==> src/rtl/mem_pkg.sv <==
// Shared definitions for the data-memory access path: funct3 encodings,
// load/store FSM states and the default word-index width.
package mem_pkg;

  localparam int MEM_IDX_W_DFLT = 10;

  localparam logic [2:0] F3_B  = 3'b000;
  localparam logic [2:0] F3_H  = 3'b001;
  localparam logic [2:0] F3_W  = 3'b010;
  localparam logic [2:0] F3_BU = 3'b100;
  localparam logic [2:0] F3_HU = 3'b101;

  typedef enum logic {
    IDLE,
    RMW_WR
  } state_t;

endpackage

==> src/rtl/load_extend.sv <==
// Lane select plus sign/zero extension of a 32-bit memory word for RV32I loads.
// Combinational, zero latency; no flow control (shared with the forwarding path).
// Word loads pass straight through.
module load_extend
  import mem_pkg::*;
(
  input  logic [31:0] word,
  input  logic [1:0]  offset,
  input  logic [2:0]  funct3,
  output logic [31:0] data
);

  logic [31:0] shifted;

  always_comb begin
    shifted = word >> {offset, 3'b000};
    case (funct3)
      F3_B:    data = {{24{shifted[7]}}, shifted[7:0]};
      F3_H:    data = {{16{shifted[15]}}, shifted[15:0]};
      F3_BU:   data = {24'h0, shifted[7:0]};
      F3_HU:   data = {16'h0, shifted[15:0]};
      default: data = word;
    endcase
  end

endmodule

==> src/rtl/mem_access_unit.sv <==
// Load/store unit mapping RV32I byte/half/word accesses onto a word-only data memory.
// Loads: 1-cycle registered result. SW: single cycle. SB/SH: 2-cycle read-modify-write.
// Backpressure: stall is raised for the read cycle of an SB/SH; nothing else stalls.
module mem_access_unit
  import mem_pkg::*;
#(
  parameter int ADDR_W    = 32,
  parameter int MEM_IDX_W = MEM_IDX_W_DFLT
) (
  input  logic              clk,
  input  logic              rst,
  input  logic              req_valid,
  input  logic              req_we,
  input  logic [2:0]        req_funct3,
  input  logic [ADDR_W-1:0] req_addr,
  input  logic [31:0]       req_wdata,
  output logic              stall,
  output logic              misalign,
  output logic [31:0]       ld_data,
  output logic              ld_valid,
  output logic              mem_we,
  output logic [31:0]       mem_a,
  output logic [31:0]       mem_wd,
  input  logic [31:0]       mem_rd
);

  state_t                 state_q, state_d;
  logic [31:0]            merge_q;
  logic [MEM_IDX_W-1:0]   idx_q;
  logic [MEM_IDX_W-1:0]   req_idx;
  logic [1:0]             off;
  logic                   aligned, legal, accept;
  logic                   is_load, is_sw, is_rmw, bad;
  logic [31:0]            merged;
  logic [31:0]            ext_data;
  logic                   unused_addr;

  assign req_idx     = req_addr[MEM_IDX_W+1:2];
  assign off         = req_addr[1:0];
  // Upper address bits wrap onto the 1024-word memory.
  assign unused_addr = ^req_addr[ADDR_W-1:MEM_IDX_W+2];

  always_comb begin
    case (req_funct3)
      F3_B, F3_BU: aligned = 1'b1;
      F3_H, F3_HU: aligned = ~off[0];
      F3_W:        aligned = (off == 2'b00);
      default:     aligned = 1'b0;
    endcase
    // Stores only have B/H/W forms; the unsigned encodings are illegal for them.
    legal   = aligned && (!req_we || req_funct3 == F3_B || req_funct3 == F3_H ||
                          req_funct3 == F3_W);
    accept  = (state_q == IDLE) && req_valid;
    is_load = accept && !req_we && legal;
    is_sw   = accept && req_we && legal && (req_funct3 == F3_W);
    is_rmw  = accept && req_we && legal && (req_funct3 != F3_W);
    bad     = accept && !legal;
  end

  always_comb begin
    merged = mem_rd;
    if (req_funct3 == F3_B) merged[{off, 3'b000} +: 8] = req_wdata[7:0];
    else                    merged[{off[1], 4'b0000} +: 16] = req_wdata[15:0];
  end

  load_extend u_load_extend (
    .word   (mem_rd),
    .offset (off),
    .funct3 (req_funct3),
    .data   (ext_data)
  );

  always_comb begin
    state_d = state_q;
    stall   = 1'b0;
    mem_we  = 1'b0;
    mem_a   = {{(32-MEM_IDX_W){1'b0}}, req_idx};
    mem_wd  = req_wdata;
    case (state_q)
      IDLE: begin
        stall  = is_rmw;
        mem_we = is_sw;
        if (is_rmw) state_d = RMW_WR;
      end
      RMW_WR: begin
        mem_we  = 1'b1;
        mem_a   = {{(32-MEM_IDX_W){1'b0}}, idx_q};
        mem_wd  = merge_q;
        state_d = IDLE;
      end
      default: state_d = IDLE;
    endcase
  end

  always_ff @(posedge clk or negedge rst) begin
    if (!rst) begin
      state_q  <= IDLE;
      misalign <= 1'b0;
      ld_valid <= 1'b0;
      ld_data  <= 32'h0;
      merge_q  <= 32'h0;
      idx_q    <= '0;
    end else begin
      state_q  <= state_d;
      misalign <= bad;
      ld_valid <= is_load;
      if (is_load) ld_data <= ext_data;
      if (is_rmw) begin
        merge_q <= merged;
        idx_q   <= req_idx;
      end
    end
  end

endmodule

==> config.mk <==
export PLATFORM = sky130hd
export DESIGN_NAME = mem_access_unit
export DESIGN_NICKNAME = d
export VERILOG_FILES = /design/src/rtl/mem_pkg.sv /design/src/rtl/load_extend.sv /design/src/rtl/mem_access_unit.sv
export SDC_FILE = /design/constraint.sdc
export NUM_CORES = 1
export LEC_CHECK = 0
export CORE_MARGIN = 5
export CORE_UTILIZATION = 47
export DETAILED_ROUTE_END_ITERATION = 16
export HOLD_SLACK_MARGIN = 0.12
export PLACE_DENSITY = 0.95
export SYNTH_ARGS = -nofsm -noshare
export SYNTH_HDL_FRONTEND = slang
export SYNTH_HIERARCHICAL = 1
export SYNTH_SLANG_ARGS = --single-unit
==> constraint.sdc <==
create_clock -name clk -period 4.99 [get_ports clk]
set_input_delay 0.998 -clock clk [delete_from_list [all_inputs] [get_ports clk]]
set_output_delay 0.998 -clock clk [all_outputs]
set_load 0.02 [all_outputs]
==> flow_metrics.tcl, run 1 <==
set metrics [dict create \
    io_buffers 160 \
    synth_seq_cells 77 \
    criticalPathCategory "in2out" \
    die_area_mm2 0.01254 \
    status "completed" \
    power_leakage_uw 0.002870 \
    routed_wl_um 15670 \
    critPathMaxFanout 11 \
    pre_cts_slack_ns 1.136 \
    period_share 0.7732 \
    die_w_um 112 \
    netlist_area_mm2 0.004890 \
    hold_class "reg2reg" \
    crit_arrival_ns 2.86 \
    grt_max_degree 78 \
    drive_gt1_frac 0.1863 \
    avgSynthCellArea_um2 10.32 \
    setup_ws_ns 1.132 \
    ctsHoldBuffers 0 \
    ys_types 56 \
    end_kind "output port" \
    finalCriticalPeriod_ns 3.858 \
    fmax_mhz 259.2 \
    htreeDepth 3 \
    firstDrtPassIters 7 \
    max_slew_margin 0.2992 \
    grt_pass1_vias 4515 \
    worstSkewPairLatency_ns 0.34 \
    r2r_cells 3 \
    tns_ns 0 \
    holdWs_ns 0.4892 \
    vias_per_cell 5.806 \
    hold_violations 0 \
    hold_depth 2 \
    power.density_mw_per_mm2 313.1 \
    antenna_found_initial 0 \
    diodes 0 \
    die_h_um 112 \
    synth_seq_area_share 0.3941 \
    place_hpwl_um 11570 \
    cts-root-buf "clkbuf_8" \
    io_pins 203 \
    initialDrtViolationCount 319 \
    cts_buffer_depth 2 \
    crit_required_ns 3.99 \
    yosys_warnings 6 \
    fin_util 0.6522 \
    grt_overflow 0 \
    drc 0 \
    post_cts_resized 0 \
    worst_pin_slew_ns 1.043 \
    num_rows 37 \
    cts_tree "done" \
    gp_congestion 0.8778 \
    grt_use_total 0.2408 \
    worstSetupStartpointType "input port" \
    nets 731 \
    finalSetupViolations 0 \
    syn_inst 474 \
    clock-skew-final_ns 0.01356 \
    initial_core_util 0.4779 \
    max-vdd-ir-drop_mv 0.1535 \
    core-area_mm2 0.01023 \
    power_uw 2089 \
    rsz0062_at_grt "false" \
    wire_per_inst_um 20.50 \
    num_vias 4436 \
    clock_sinks 77 \
    drv_cap 0 \
    grt_pass1_wl_um 24470 \
    slew_viol_final 0 \
    postCtsSetupRepairBufs 0 \
    ant_nets 0 \
    area_delta_synth_final_pct 36.46 \
    clk_pin_slew_ns 0.09 \
    numCtsBuffers 9 \
]
[through the flow]
stage / cell area (µm²) / std cells
global placement: 6481 / 748
floorplan: 4969 / 495
detailed placement: 6481 / 748
CTS: 6673 / 764
global route: 6673 / 764
finish: 6673 / 764
[placed cells by master (no fill, tap or decap), drive strengths merged, types with 7 or more instances in the layout]
cell / n
a221oi: 21
conb: 22
nor2: 30
a21oi: 8
clkdlybuf4s50: 159
o31ai: 7
a221o: 8
mux2: 84
buf: 7
o21ai: 33
and2: 8
clkbuf: 11
nand2: 78
dfrtp: 77
inv: 10
[sequential cells by signal (all words and copies together), names as in the netlist]
signal,count
merge_q,32
state_q,1
misalign,1
ld_valid,1
ld_data,32
idx_q,10
[routing by layer]
layer | up-vias | GRT usage | share of wire
met2 | 257 | 0.3993 | 0.48
met1 | 2143 | 0.3091 | 0.40
met4 | 0 | 0.08974 | 0.033
li1 | 1996 | - | -
met3 | 40 | 0.05272 | 0.085
met5 | - | 0 | 0
[logic make-up (layout without fill, tap and decap cells)]
logic type,count (synthesis),in the layout,synth area share
mux,91,91,0.2326
compound gates,110,110,0.1712
fa+ha+maj,5,5,0.01279
simple gates,131,131,0.1187
flops,77,77,0.3941
other cells,1,22,0.0007669
buf+inv,59,192,0.06985
[cells in the mapped netlist, drive strengths merged]
master / count / area [µm²]
a41oi: 1 / 8.760
dfrtp: 77 / 1927
o2bb2ai: 1 / 8.760
buf: 34 / 246.5
clkbuf: 15 / 57.55
clkinv: 1 / 3.750
o211ai: 1 / 21.27
conb: 1 / 3.750
a211oi: 1 / 12.51
a21oi: 8 / 43.79
and3: 1 / 6.260
nor2b: 3 / 21.27
o21ai: 33 / 165.2
a22o: 2 / 17.52
mux2: 84 / 1055
o21bai: 1 / 7.510
and2: 8 / 50.05
ha: 5 / 62.56
inv: 9 / 33.78
mux2i: 6 / 60.06
o31ai: 7 / 52.55
a31o: 1 / 8.760
or4: 1 / 11.26
nand3b: 1 / 7.510
a31oi: 6 / 37.54
a22oi: 5 / 37.54
o22ai: 1 / 12.51
mux4: 1 / 22.52
o311ai: 1 / 8.760
o221a: 1 / 11.26
or3: 2 / 12.51
a2bb2oi: 1 / 8.760
o31a: 1 / 8.760
nand4: 1 / 6.260
a222oi: 4 / 40.04
a32oi: 5 / 43.79
nor2: 30 / 115.1
nor3: 2 / 15.01
nand2: 78 / 292.8
a221oi: 21 / 201.5
nand2b: 2 / 12.51
a221o: 8 / 80.08
nand4b: 1 / 8.760
nor4: 1 / 21.27
[where the power goes]
group	switching [µW]	internal [µW]
Clock	242	234
Combinational	361	392
Sequential	91.0	769
Total	694	1400
[critical path: stages]
cell and delay, ns:
clkdlybuf4s50_1 0.69, a21oi_1 0.30, nand4b_1 0.16, clkinv_1 0.09
clkdlybuf4s50_1 0.62
[area by class of cell]
class / instances / area (µm²)
fillers: 792 / 3558
multi-input cells: 359 / 2701
flip-flops and latches: 77 / 1928
repair buffers: 166 / 1644
well taps: 136 / 170.2
clock buffers: 11 / 131.4
clock inverters: 5 / 60.06
inverters: 10 / 37.54
[path summary, 6_finish.rpt]
| path | from | end | slack, ns |
|---|---|---|---|
| min in group asynchronous | rst | ld_data[9] | 0.80 |
| hold reg to reg | idx_q[3] | idx_q[3] | 0.49 |
| max in group asynchronous | rst | state_q | 3.51 |
| hold / removal | idx_q[3] | idx_q[3] | 0.49 |
| setup / recovery | req_funct3[0] | stall | 1.13 |
| setup reg to reg | state_q | ld_data[1] | 2.43 |
Note: power is estimated with default switching activity, not from simulation.
==> run 2: changes to the inputs <==
Settings changed: CORE_UTILIZATION 47 to 39, PLACE_DENSITY 0.95 to 0.86.
Clock period 4.99 ns to 3.4 ns, I/O delays scaled along.
==> flow_metrics.tcl, run 2 (synthesis gave the netlist of run 1 again) <==
set metrics [dict create \
    status "completed" \
    hold_violations 0 \
    max_slew_margin 0.3553 \
    gp_congestion 0.8907 \
    crit_required_ns 2.72 \
    finalCriticalPeriod_ns 3.102 \
    drive_gt1_frac 0.1940 \
    rsz0062_at_grt "false" \
    max-vdd-ir-drop_mv 0.1893 \
    grt_use_total 0.2117 \
    fmax_mhz 322.3 \
    core-area_mm2 0.01247 \
    numCtsBuffers 9 \
    routed_wl_um 15940 \
    die_area_mm2 0.01488 \
    io_pins 203 \
    io_buffers 160 \
    worstSkewPairLatency_ns 0.34 \
    firstDrtPassIters 5 \
    crit_arrival_ns 2.42 \
    post_dp_cell_area_mm2 0.006584 \
    cts_tree "done" \
    initialDrtViolationCount 314 \
    post_cts_resized 0 \
    grt_max_degree 78 \
    grt_pass1_wl_um 24440 \
    area_delta_synth_final_pct 41.17 \
    reg.largest.list "ld_data (32), merge_q (32), idx_q (10)" \
    grt_pass1_vias 4500 \
    diodes 0 \
    htreeDepth 3 \
    fillCellCount 1092 \
    drc 0 \
    worst_pin_slew_ns 0.9670 \
    nets 737 \
    hold_class "reg2reg" \
    finalSetupViolations 0 \
    cts-root-buf "clkbuf_16" \
    final_cell_mix "159 x clkdlybuf4s50_1, 78 x nand2_1, 76 x dfrtp_1" \
    power_leakage_uw 0.002962 \
    die_h_um 122.0 \
    vias_per_cell 5.533 \
    cts_buffer_depth 2 \
    clock-skew-final_ns 0.006930 \
    setup_ws_ns 0.2977 \
    criticalPathCategory "in2out" \
    stdcell_area_mm2 0.006903 \
    ant_nets 0 \
    final_common_cell "clkdlybuf4s50_1" \
    wire_per_inst_um 19.78 \
    postCtsSetupRepairBufs 0 \
    worstSetupStartpointType "input port" \
    clock_sinks 77 \
    critPathMaxFanout 6 \
    end_kind "output port" \
    power.density_mw_per_mm2 494.5 \
    pre_cts_slack_ns 0.1961 \
    num_vias 4460 \
    slew_viol_final 0 \
    initial_core_util 0.3923 \
    place_hpwl_um 11980 \
    drv_cap 0 \
    ctsHoldBuffers 0 \
    grt_overflow 0 \
    period_share 0.9124 \
    die_w_um 122.0 \
    holdWs_ns 0.4760 \
    tns_ns 0 \
    antenna_found_initial 0 \
    clk_pin_slew_ns 0.06 \
    num_rows 41 \
]
-- run 2: cell type report --
cell class	count	area [µm²]	area share
clock buffer	12	246.5	0.03571
clock inverter	4	72.57	0.01051
inverter	10	37.54	0.005438
multi-input combinational	359	2701	0.3913
sequential	77	1928	0.2793
tap	172	215.2	0.03118
timing repair buffer	172	1702	0.2465
-- run 2: critical path: stages --
cell and delay, ns:
clkdlybuf4s50_1 0.57, inv_1 0.17, ha_1 0.25, a31o_2 0.21, clkdlybuf4s50_1 0.54
-- run 2: path summary, 6_finish.rpt --
check / startpoint / to / slack (ns) / cells past startpoint
worst min-delay path: idx_q[0] / idx_q[0] / 0.48 / 2
min in group asynchronous: rst / ld_data[13] / 0.51 / 1
worst min register to register: idx_q[0] / idx_q[0] / 0.48 / 2
worst max-delay path: req_addr[1] / mem_we / 0.30 / 5
max in group asynchronous: rst / state_q / 2.22 / 1
worst max register to register: state_q / merge_q[17] / 1.31 / 5
-- run 2: per-stage QoR --
stage | std cells | total power (µW) | util
detailed placement | 790 | 2389 | 0.5282
global route | 806 | 3566 | 0.5537
CTS | 806 | 3433 | 0.5537
floorplan | 495 | 1866 | -
finish | 806 | 3413 | 0.5537
global placement | 790 | 2354 | 0.5282
-- run 2: metal layers --
metal / vias to the layer above / wire length [µm] / track usage / share of wire
met3: 41 / 1126 / 0.03807 / 0.071
met2: 213 / 7591 / 0.3460 / 0.48
met4: 0 / 567 / 0.08543 / 0.036
li1: 2008 / - / - / -
met1: 2198 / 6652 / 0.2782 / 0.42
met5: - / 0 / 0 / 0
-- run 2: where the power goes --
part	internal, µW	leakage (µW)	switching (µW)	total (µW)
Combinational	579	0.00187	537	1120
Clock	662	0.000153	372	1030
Sequential	1130	0.000943	132	1260
==> run 3: changes to the inputs <==
Settings changed: REMOVE_ABC_BUFFERS set to 1.
==> flow_metrics.tcl, run 3 (synthesis gave the netlist of run 1 again) <==
set metrics [dict create \
    status "completed" \
    max_slew_margin 0.3216 \
    holdWs_ns 0.4694 \
    criticalPathCategory "in2out" \
    reg.largest.list "ld_data (32), merge_q (32), idx_q (10)" \
    worstSkewPairLatency_ns 0.34 \
    nets 742 \
    slew_viol_final 0 \
    drc 0 \
    critical_path_buf_inv_count 4 \
    grt_use_total 0.2194 \
    fillCellCount 1073 \
    stdcell_area_mm2 0.006924 \
    power_leakage_uw 0.002979 \
    io_buffers 160 \
    core-area_mm2 0.01247 \
    end_kind "output port" \
    wire_per_inst_um 20.61 \
    worstSetupStartpointType "input port" \
    postCtsSetupRepairBufs 0 \
    r2r_cells 5 \
    hold_class "reg2reg" \
    die_area_mm2 0.01488 \
    num_vias 4514 \
    gp_congestion 0.8725 \
    antenna_found_initial 0 \
    initialDrtViolationCount 444 \
    power_uw 3366 \
    power.density_mw_per_mm2 486.2 \
    crit_arrival_ns 2.52 \
    numCtsBuffers 9 \
    min_to "idx_q[4]" \
    setup_ws_ns 0.1983 \
    worst_pin_slew_ns 1.018 \
    firstDrtPassIters 9 \
    finalCriticalPeriod_ns 3.202 \
    drive_gt1_frac 0.2019 \
    critPathTopFamily "buffers and inverters" \
    io_pins 203 \
    final_cell_mix "159 x clkdlybuf4s50_1, 78 x nand2_1, 76 x dfrtp_1" \
    area_delta_synth_final_pct 41.61 \
    diodes 0 \
    clk_pin_slew_ns 0.06 \
    ctsHoldBuffers 0 \
    critPathMaxFanout 5 \
    clock_sinks 77 \
    critPathMaxStageDelay_ns 0.61 \
    fmax_mhz 312.3 \
    crit_required_ns 2.72 \
    finalSetupViolations 0 \
    routed_wl_um 16710 \
    vias_per_cell 5.566 \
    num_rows 41 \
    cts_tree "done" \
    die_h_um 122.0 \
    drv_cap 0 \
    clock-skew-final_ns 0.005473 \
    path_cells "clkdlybuf4s50_1, buf_4, a21oi_1, nand4b_1, clkinv_1, clkdlybuf4s50_1" \
    period_share 0.9417 \
    pre_cts_slack_ns 0.07900 \
    grt_pass1_vias 4621 \
    worstReg2RegStart "state_q" \
    reg2reg_to "merge_q[22]" \
    hp-start "idx_q[4]" \
    initial_core_util 0.3923 \
    hold_depth 2 \
    ant_nets 0 \
    cts-root-buf "clkbuf_16" \
    place_hpwl_um 12330 \
    cpMaxStageDelayCell "clkdlybuf4s50_1" \
    htreeDepth 3 \
    final_common_cell "clkdlybuf4s50_1" \
    grt_overflow 0 \
    crit_top_cell "clkdlybuf4s50_1" \
    cts_buffer_depth 2 \
    r2r_slack_ns 1.05 \
    multi_input_area_mm2 0.002701 \
    post_dp_cell_area_mm2 0.006621 \
    max-vdd-ir-drop_mv 0.2178 \
    grt_pass1_wl_um 25360 \
    hold_violations 0 \
    post_cts_resized 0 \
    final-seq-area_mm2 0.001928 \
    grt_max_degree 78 \
    rsz0062_at_grt "false" \
    die_w_um 122.0 \
]
==> run 3: final cells by class <==
| class | count | share of cell area |
|---|---|---|
| multi-input combinational | 359 | 0.3901 |
| sequential | 77 | 0.2785 |
| timing repair buffer | 177 | 0.2512 |
| clock buffer | 11 | 0.03506 |
| tap | 172 | 0.03108 |
| clock inverter | 5 | 0.008674 |
| inverter | 10 | 0.005421 |
==> run 3: worst register-to-register path: cells and delay by family, from the launching register on <==
family	cells	cell delay [ns]
AO/OA/AOI/OAI	2	0.99
flip-flops	1	0.60
AND/OR/NAND/NOR	2	0.37
buffers and inverters	1	0.33
==> run 3: stage by stage <==
step | std cells | TNS [ns] | utilization
global placement | 795 | 0 | 0.5312
global route | 811 | 0 | 0.5555
floorplan | 446 | -4.396 | -
CTS | 811 | 0 | 0.5555
detailed placement | 795 | 0 | 0.5312
finish | 811 | 0 | 0.5555
==> run 3: how the worst max path moves through the flow <==
| stage | slack (ns) | end | depth (start not counted) | startpoint |
|---|---|---|---|---|
| 3_3_place_gp | 0.24 | merge_q[31] | 7 | req_addr[0] |
| 4_1_cts | 0.23 | stall | 6 | req_addr[0] |
| 6_report | 0.20 | stall | 6 | req_addr[0] |
| 3_5_place_dp | 0.08 | merge_q[28] | 7 | req_addr[0] |
| 2_1_floorplan | -0.35 | stall | 3 | state_q |
| 5_1_grt | 0.14 | stall | 6 | req_addr[0] |
==> run 3: routing by layer <==
layer,up-vias,share of wire,global-route usage,wire (µm)
met5,-,0,0,0
met4,0,0.018,0.07493,303
met3,29,0.10,0.04689,1733
met2,273,0.48,0.3570,8013
met1,2199,0.40,0.2904,6664
li1,2013,-,-,-
==> run 3: power by group <==
| group | switching [µW] | internal [µW] | leakage, µW |
|---|---|---|---|
| clock network | 393 | 590 | 0.000146 |
| registers | 127 | 1130 | 0.000943 |
| logic | 543 | 583 | 0.00189 |
